===== config.mk =====
export PLATFORM = sky130hd
export DESIGN_NAME = nibble_cmp_seq
export DESIGN_NICKNAME = d
export VERILOG_FILES = /design/src/rtl/nibble_cmp_pkg.sv /design/src/rtl/nib_cmp4.sv /design/src/rtl/nibble_cmp_seq.sv
export SDC_FILE = /design/constraint.sdc
export NUM_CORES = 1
export LEC_CHECK = 0
export CORE_AREA = 2 2 73 75
export DETAILED_ROUTE_END_ITERATION = 7
export DIE_AREA = 0 0 75 77
export GPL_ROUTABILITY_DRIVEN = 0
export GPL_TIMING_DRIVEN = 0
export PLACE_DENSITY_LB_ADDON = 0.12
export SYNTH_ARGS = -nofsm -noshare
export SYNTH_HDL_FRONTEND = slang
export SYNTH_SLANG_ARGS = --single-unit

===== constraint.sdc =====
create_clock -name clk -period 2.1 [get_ports clk]
set_input_delay 0.42 -clock clk [delete_from_list [all_inputs] [get_ports clk]]
set_output_delay 0.42 -clock clk [all_outputs]
set_load 0.05 [all_outputs]

===== src/rtl/nibble_cmp_pkg.sv =====
// Shared types for the nibble-serial magnitude comparator.
package nibble_cmp_pkg;

  localparam int NIB_W = 4;

  typedef enum logic [1:0] {
    S_IDLE,
    S_SCAN,
    S_DONE
  } state_t;

  typedef struct packed {
    logic gt;
    logic lt;
    logic eq;
  } verdict_t;

endpackage


===== src/rtl/nib_cmp4.sv =====
// Combinational 4-bit unsigned magnitude comparator slice.
module nib_cmp4 (
  input  logic [3:0] a,
  input  logic [3:0] b,
  output logic       gt,
  output logic       lt,
  output logic       eq
);

  assign gt = (a > b);
  assign lt = (a < b);
  assign eq = (a == b);

endmodule


===== src/rtl/nibble_cmp_seq.sv =====
// Sequential wide-word comparator: one nibble per cycle, MSB first, valid/ready in and out.
// Define NIBBLE_CMP_EARLY_EXIT_EN to finish the scan at the first differing nibble.
module nibble_cmp_seq
  import nibble_cmp_pkg::*;
#(
  parameter int WIDTH = 16
) (
  input  logic             clk,
  input  logic             rst,
  input  logic             in_valid,
  output logic             in_ready,
  input  logic [WIDTH-1:0] a,
  input  logic [WIDTH-1:0] b,
  output logic             out_valid,
  input  logic             out_ready,
  output logic             a_gt_b,
  output logic             a_lt_b,
  output logic             a_eq_b,
  output logic             busy
);

  localparam int NIB   = WIDTH / NIB_W;
  localparam int IDX_W = (NIB > 1) ? $clog2(NIB) : 1;

  state_t           state;
  logic [WIDTH-1:0] a_q;
  logic [WIDTH-1:0] b_q;
  logic [IDX_W-1:0] idx;
  logic             decided;
  logic             gt_q;
  logic             lt_q;

  logic [NIB_W-1:0] a_nib;
  logic [NIB_W-1:0] b_nib;
  verdict_t         slice;
  logic             gt_n;
  logic             lt_n;
  logic             scan_last;

  always_comb begin
    a_nib = '0;
    b_nib = '0;
    for (int unsigned i = 0; i < NIB; i++) begin
      if (idx == IDX_W'(i)) begin
        a_nib = a_q[i*NIB_W +: NIB_W];
        b_nib = b_q[i*NIB_W +: NIB_W];
      end
    end
  end

  nib_cmp4 u_slice (
    .a  (a_nib),
    .b  (b_nib),
    .gt (slice.gt),
    .lt (slice.lt),
    .eq (slice.eq)
  );

  // Once a nibble has differed, later (lower) nibbles cannot alter the verdict.
  always_comb begin
    gt_n = decided ? gt_q : slice.gt;
    lt_n = decided ? lt_q : slice.lt;
`ifdef NIBBLE_CMP_EARLY_EXIT_EN
    scan_last = (idx == '0) || (!decided && !slice.eq);
`else
    scan_last = (idx == '0);
`endif
  end

  always_ff @(posedge clk or posedge rst) begin
    if (rst) begin
      state     <= S_IDLE;
      in_ready  <= 1'b1;
      out_valid <= 1'b0;
      a_gt_b    <= 1'b0;
      a_lt_b    <= 1'b0;
      a_eq_b    <= 1'b0;
      busy      <= 1'b0;
      a_q       <= '0;
      b_q       <= '0;
      idx       <= '0;
      decided   <= 1'b0;
      gt_q      <= 1'b0;
      lt_q      <= 1'b0;
    end else begin
      case (state)
        S_IDLE: begin
          if (in_valid) begin
            a_q      <= a;
            b_q      <= b;
            idx      <= IDX_W'(NIB - 1);
            decided  <= 1'b0;
            gt_q     <= 1'b0;
            lt_q     <= 1'b0;
            in_ready <= 1'b0;
            busy     <= 1'b1;
            state    <= S_SCAN;
          end
        end
        S_SCAN: begin
          gt_q    <= gt_n;
          lt_q    <= lt_n;
          decided <= decided | ~slice.eq;
          if (scan_last) begin
            out_valid <= 1'b1;
            a_gt_b    <= gt_n;
            a_lt_b    <= lt_n;
            a_eq_b    <= ~gt_n & ~lt_n;
            state     <= S_DONE;
          end else begin
            idx <= idx - 1'b1;
          end
        end
        S_DONE: begin
          if (out_ready) begin
            out_valid <= 1'b0;
            a_gt_b    <= 1'b0;
            a_lt_b    <= 1'b0;
            a_eq_b    <= 1'b0;
            busy      <= 1'b0;
            in_ready  <= 1'b1;
            state     <= S_IDLE;
          end
        end
        default: begin
          state <= S_IDLE;
        end
      endcase
    end
  end

endmodule


==> flow_summary.yaml <==
status:
  status: "finished with violations"
  failed_checks: "setup timing"
timing:
  fin_crit_sh: 1.12
  rsz0062_at_grt: "true"
  finClkSkew_ns: 0.00590
  slew_violations: 0
  hold_violations: 0
  tightestPinTransition_ns: 0.492
  clock.fmax_mhz: 425
  setup_slack_ns: -0.254
  slew_headroom: 0.671
  finalSetupViolations: 6
  layout_min_cycle_time_ns: 2.35
placement:
  place_ws_ns: -0.357
  port_buffers: 41
  placedInstanceArea_sq_mm: 0.00281
  dp_hpwl_mm: 3.40
die:
  core_sq_mm: 0.00498
  die_area_sq_mm: 0.00578
  start_util: 0.452
  rows: 26
  io_pins: 42
  dieHeight_um: 77
  dieWidth_um: 75
logic_synthesis:
  synth-xor-area-share: 0
  synth_warnings: 0
  synthCells: 196
  synth_fa_ha_area_frac: 0.0445
  synthesis.area_sq_mm: 0.00225
  muxShareOfSynthArea: 0.178
  synth-seq-cells: 45
  avgSynthCellArea_sq_um: 11.5
  synthSimpleGateAreaFrac: 0.0995
  synth.net_count: 240
  synth_compound_area_frac: 0.140
  yosysUniqueCellTypes: 38
  synth_top_family_by_area: "multiplexers"
  synth_seq_area_share: 0.501
critical_path:
  cp-end-kind: "flop"
  reg2reg_to: "gt_q"
  critPathLaunchType: "flop"
  crit_required_ns: 2.32
  crit_type: "flop to flop"
  r2r_slack_ns: -0.25
  cp_max_fo: 10
  worstReg2RegStart: "idx[0]"
  arrival_ns: 2.57
  ff2ff_path_depth: 11
global_routing:
  grt.overflow.total: 0
  grtUsageTotal: 0.177
  grt_pass1_vias: 1683
  grt_first_pass_wirelength_mm: 7.85
  antenna_found_initial: 0
  grt_max_degree: 25
layout:
  layout_common_cells: "dfrtp_1 (43), clkdlybuf4s50_1 (41), mux2_1 (32)"
  area_delta_synth_final_pct: 35.7
  fin_nets: 299
  stdcell_area_sq_mm: 0.00305
  diodes: 0
  fillers: 423
  layout.cells.most_common: "dfrtp_1"
  multi_input_area_sq_mm: 0.00113
  drive_gt1_frac: 0.219
  final-seq-area_sq_mm: 0.00113
worst_hold_path:
  hp-class: "primary input to asynchronous set/reset pin"
power_and_ir_drop:
  p_per_area_mw_per_mm2: 1510
  vdd_drop_max_mv: 0.750
  p_leak_nw: 1.29
detailed_routing:
  vias: 1647
  drcViolationCount: 0
  wl_per_cell_um: 14.1
  final_antenna_net_count: 0
  firstDrtPassIters: 4
  drtIter0Drc: 58
  via_per_inst: 5.05
  routed_wl_mm: 4.59
clock_network:
  ctsRootBufferMaster: "clkbuf_8"
  clk_pin_slew_ns: 0.08
  clock-sinks: 45
  clk_latency_ns: 0.29
  clock_path_buffers: 2
  cts_tree: "done"
  cts_max_level: 2
  numCtsBuffers: 5
run:
  maxCapViolations: 0
[layer usage]
layer  up-vias  GRT usage  wire (um)
met5         -          0          0
met4         0     0.0482         56
met3         6     0.0368        171
met2        31      0.268       2140
met1       797      0.254       2230
li1        813          -          -
[cells by family after synthesis]
| kind of cell | Yosys count |
|---|---|
| AO/OA/AOI/OAI | 50 |
| flip-flops | 45 |
| AND/OR/NAND/NOR | 42 |
| multiplexers | 36 |
| buffers and inverters | 15 |
| adder cells (fa/ha/maj) | 8 |
[stage by stage]
stage | power (mW) | TNS [ns] | util | cells | hold slack (ns)
2_1_floorplan | 3.16 | -0.292 | - | 196 | 0.450
5_1_grt | 4.99 | -2.05 | 0.614 | 326 | 0.505
3_5_place_dp | 3.71 | -1.77 | 0.565 | 308 | 0.472
4_1_cts | 4.41 | -1.24 | 0.599 | 322 | 0.476
6_report | 4.60 | -1.24 | 0.614 | 326 | 0.468
3_3_place_gp | 3.66 | -17.33 | 0.561 | 307 | 0.465
[sequential cells by signal (all words and copies together), names as in the netlist]
name	flops
a_gt_b	1
decided	1
a_q	16
busy	1
in_ready	1
a_eq_b	1
lt_q	1
idx	2
a_lt_b	1
out_valid	1
state	2
b_q	16
gt_q	1
[where the power goes]
group / internal, mW / switching [mW] / total (mW)
Combinational: 1.29 / 1.25 / 2.55
Sequential: 1.29 / 0.248 / 1.54
Clock: 0.231 / 0.284 / 0.515
Total: 2.82 / 1.79 / 4.60
[cell type report]
class | instances | share of cell area
Timing Repair Buffer | 52 | 0.168
Buffer | 9 | 0.0279
Inverter | 6 | 0.00819
Clock buffer | 6 | 0.0238
Multi-Input combinational cell | 136 | 0.371
Sequential cell | 45 | 0.370
Clock inverter | 2 | 0.00328
Tap cell | 70 | 0.0287
[synthesized netlist by cell type, drive strengths merged]
cell type	number	area [sq um]
dfstp	1	26.3
ha	8	100
a221oi	1	8.76
o21bai	1	7.51
nand2	20	75.1
o21ai	15	78.8
nor2	7	33.8
inv	6	22.5
o211ai	2	15.0
a22o	1	8.76
a2bb2oi	1	15.0
a211oi	1	7.51
mux2i	3	30.0
a21boi	1	7.51
and3	1	11.3
a21o	4	32.5
nand2b	1	6.26
clkbuf	2	7.51
o22ai	2	18.8
nor2b	4	27.5
mux2	33	372
buf	7	53.8
and3b	4	35.0
dfrtp	44	1100
a21oi	19	98.9
nor3	1	5.00
a22oi	2	15.0
nand3b	4	30.0
[worst max-delay path by stage]
stage,startpoint,end,slack (ns)
4_1_cts,idx[0],gt_q,-0.25
3_5_place_dp,idx[1],a_lt_b,-0.36
2_1_floorplan,idx[0],gt_q,-0.09
6_report,idx[0],gt_q,-0.25
3_3_place_gp,rst,b_q[10],-0.36
5_1_grt,idx[0],a_lt_b,-0.37
[critical path, stage by stage, from the launching register on]
cell and delay, ns:
dfrtp_2 0.46, ha_4 0.20, buf_6 0.14, nand3b_1 0.17
a21oi_2 0.12, a21oi_1 0.06, o21ai_1 0.19, ha_1 0.25
and3b_2 0.24, and3_4 0.17, a21o_1 0.16, o22ai_2 0.12
[repair_timing]
item | 4_1_cts | 5_1_grt
resized for setup | 10 | 10
setup endpoints to repair | 6 | 6
hold buffers | 0 | 0
pin swaps | 3 | 10
setup buffers | 6 | 4
Power figures use the tool's default switching activity.
==> RTL change: new RTL, same settings <==
The 3 states of `state_t` get a one-hot encoding in 3 bits.
--- a/src/rtl/nibble_cmp_pkg.sv
+++ b/src/rtl/nibble_cmp_pkg.sv
@@ -3,10 +3,10 @@
 
   localparam int NIB_W = 4;
 
-  typedef enum logic [1:0] {
-    S_IDLE,
-    S_SCAN,
-    S_DONE
+  typedef enum logic [2:0] {
+    S_IDLE = 3'b001,
+    S_SCAN = 3'b010,
+    S_DONE = 3'b100
   } state_t;
 
   typedef struct packed {
Formal check against the unedited RTL: same outputs for any inputs over 10 cycles, from zero or initial values and one cycle with rst high; not proved beyond that.
==> RTL change against the unedited design <==
The run still ends with negative setup slack left. Sequential share of layout area rose by 0.16 points. Critical path depth rose by 1. Highest routed layer unchanged. Critical path type unchanged. Area after synthesis rose by 0.17%. Count of clock-buffer cells in the layout did not move. Power fell by 22%. Setup slack got worse by 40 ps. Wire length rose by 3.8%. Cell count fell by 2.8%. Largest power group unchanged. Clock power rose by 2%. Design area rose by 1.9%. First-iteration DRC count fell by 41%. Sequential cell count rose by 1. Maximum frequency fell by 1.7%. Via count fell by 1.6%.
==> RTL change: results (changes against the unedited design) <==
metric,value,unit,change
status,"finished, violations left",,
failing checks,negative setup slack,,
Post-synth top flop,dfrtp_1,,
largest registers,"a_q: 16 flops, b_q: 16 flops, state: 3 flops",,
number of global-route vias before repair,1701,,+1.1%
dpl cells,298,,-3.2%
minimum setup slack after placement,-499,ps,-142 ps
xor/xnor share of the synthesized area,0,%,unchanged
Adder-Cell Fraction of Synth Area,4.44,%,-0.0074 points
final cell count without fillers,317,,-2.8%
Slew HR,65.8,%,-1.3 points
register area share after synthesis,51.2,%,+1.1 points
unique cell type count in the Yosys netlist,34,,-11%
synth warn,0,,unchanged
Critical Path Slowest Stage Cell,dfrtp_1,,
gr usage total,18.1,%,+0.44 points
portion of netlist area occupied by mux cells,18.6,%,+0.80 points
PnR worst setup slack,-294,ps,-40.2 ps
"Setup violations, final",6,,unchanged
maximum fanout along the worst path,6,,-4
"Largest stage delay, worst path",410,ps,-50 ps
"Setup Fix Bufs, Post-CTS",7,,+1
VDD IR-drop max,0.597,mV,-20%
CTS Buffer Depth,2,,unchanged
top post-synthesis cells by count,"dfrtp_1 (44), mux2_2 (32), nand2_1 (17)",,
post-detailed-placement half-perimeter wirelength,3560,um,+4.8%
syn_nets,230,,-4.2%
area of placed instances,0.00285,mm2,+1.2%
r2r startpoint,idx[1],,
Synth Instances,186,,-5.1%
Comb power frac,43.7,%,-12 points
via/cell ratio,5.11,,+1.2%
crit path DAT,2630,ps,+60 ps
top post-synthesis cells by area,"dfrtp_1 (49%), mux2_2 (16%), ha_1 (4.4%), nand2_1 (2.8%), dfstp_2 (2.3%)",,
WL final,4770,um,+3.8%
initial drt markers,34,,-41%
Switching Fraction,33.4,%,-5.4 points
first-pass GRT wire length,7890,um,+0.43%
P_seq,1.50,mW,-3%
final setup skew,10.8,ps,+4.87 ps
largest net degree at the start of global routing,27,,+8.0%
cts bufs inserted,5,,unchanged
Filler Cell Count,415,,-1.9%
TNS Setup,-1450,ps,-209 ps
Final #Nets,290,,-3.0%
Compound-Gate Fraction of Synth Area,9.27,%,-4.7 points
share of cells above drive strength 1,36.8,%,+15 points
post-cts resize count,19,,+9
Pleak,1.31,nW,+0.89%
==> RTL change: worst register-to-register path, delay by kind of cell, from the launching register on <==
kind / cells / cell delay (ps)
flops: 1 / 410
fa+ha+maj: 2 / 490
mux: 1 / 90
compound gates: 4 / 550
simple gates: 2 / 410
buf+inv: 3 / 380
==> RTL change: logic make-up (layout without fill, tap and decap cells) <==
kind of cell | after synthesis | after routing
mux | 37 | 37
compound gates | 32 | 32
buf+inv | 16 | 77
simple gates | 47 | 47
flops | 46 | 46
fa+ha+maj | 8 | 8
==> RTL change: layout make-up <==
cell class                 count  area share [%]
clock buffer                   6            2.33
buffer                         9            3.46
multi-input combinational    124            36.4
timing repair buffer          53            16.6
sequential                    46            37.1
inverter                       7           0.925
tap                           70            2.81
clock inverter                 2           0.322
==> RTL change: worst paths after layout <==
check / to / slack (ps) / cells past startpoint
max in group asynchronous: b_q[9] / 1170 / 3
setup reg to reg: a_gt_b / -290 / 12
hold / removal: out_valid / 440 / 2
min in group clk: in_ready / 490 / 2
setup / recovery: a_gt_b / -290 / 12
hold reg to reg: in_ready / 490 / 2
==> RTL change: stage by stage <==
stage	power (mW)	util (%)	hold WS, ps
6_report	3.60	62.5	443
5_1_grt	3.88	62.5	490
4_1_cts	3.61	61.5	451
3_5_place_dp	2.97	57.2	471
3_3_place_gp	2.89	56.8	463
2_1_floorplan	2.60	-	467
==> RTL change: metal layers <==
metal / vias to the layer above / routed length [um] / part of all wire, % / global-route usage, %
met4: 0 / 80 / 1.7 / 6.07
met5: - / 0 / 0 / 0
met3: 10 / 201 / 4.2 / 4.34
met2: 34 / 2460 / 52 / 29.4
met1: 792 / 2030 / 42 / 23.3
li1: 784 / - / - / -
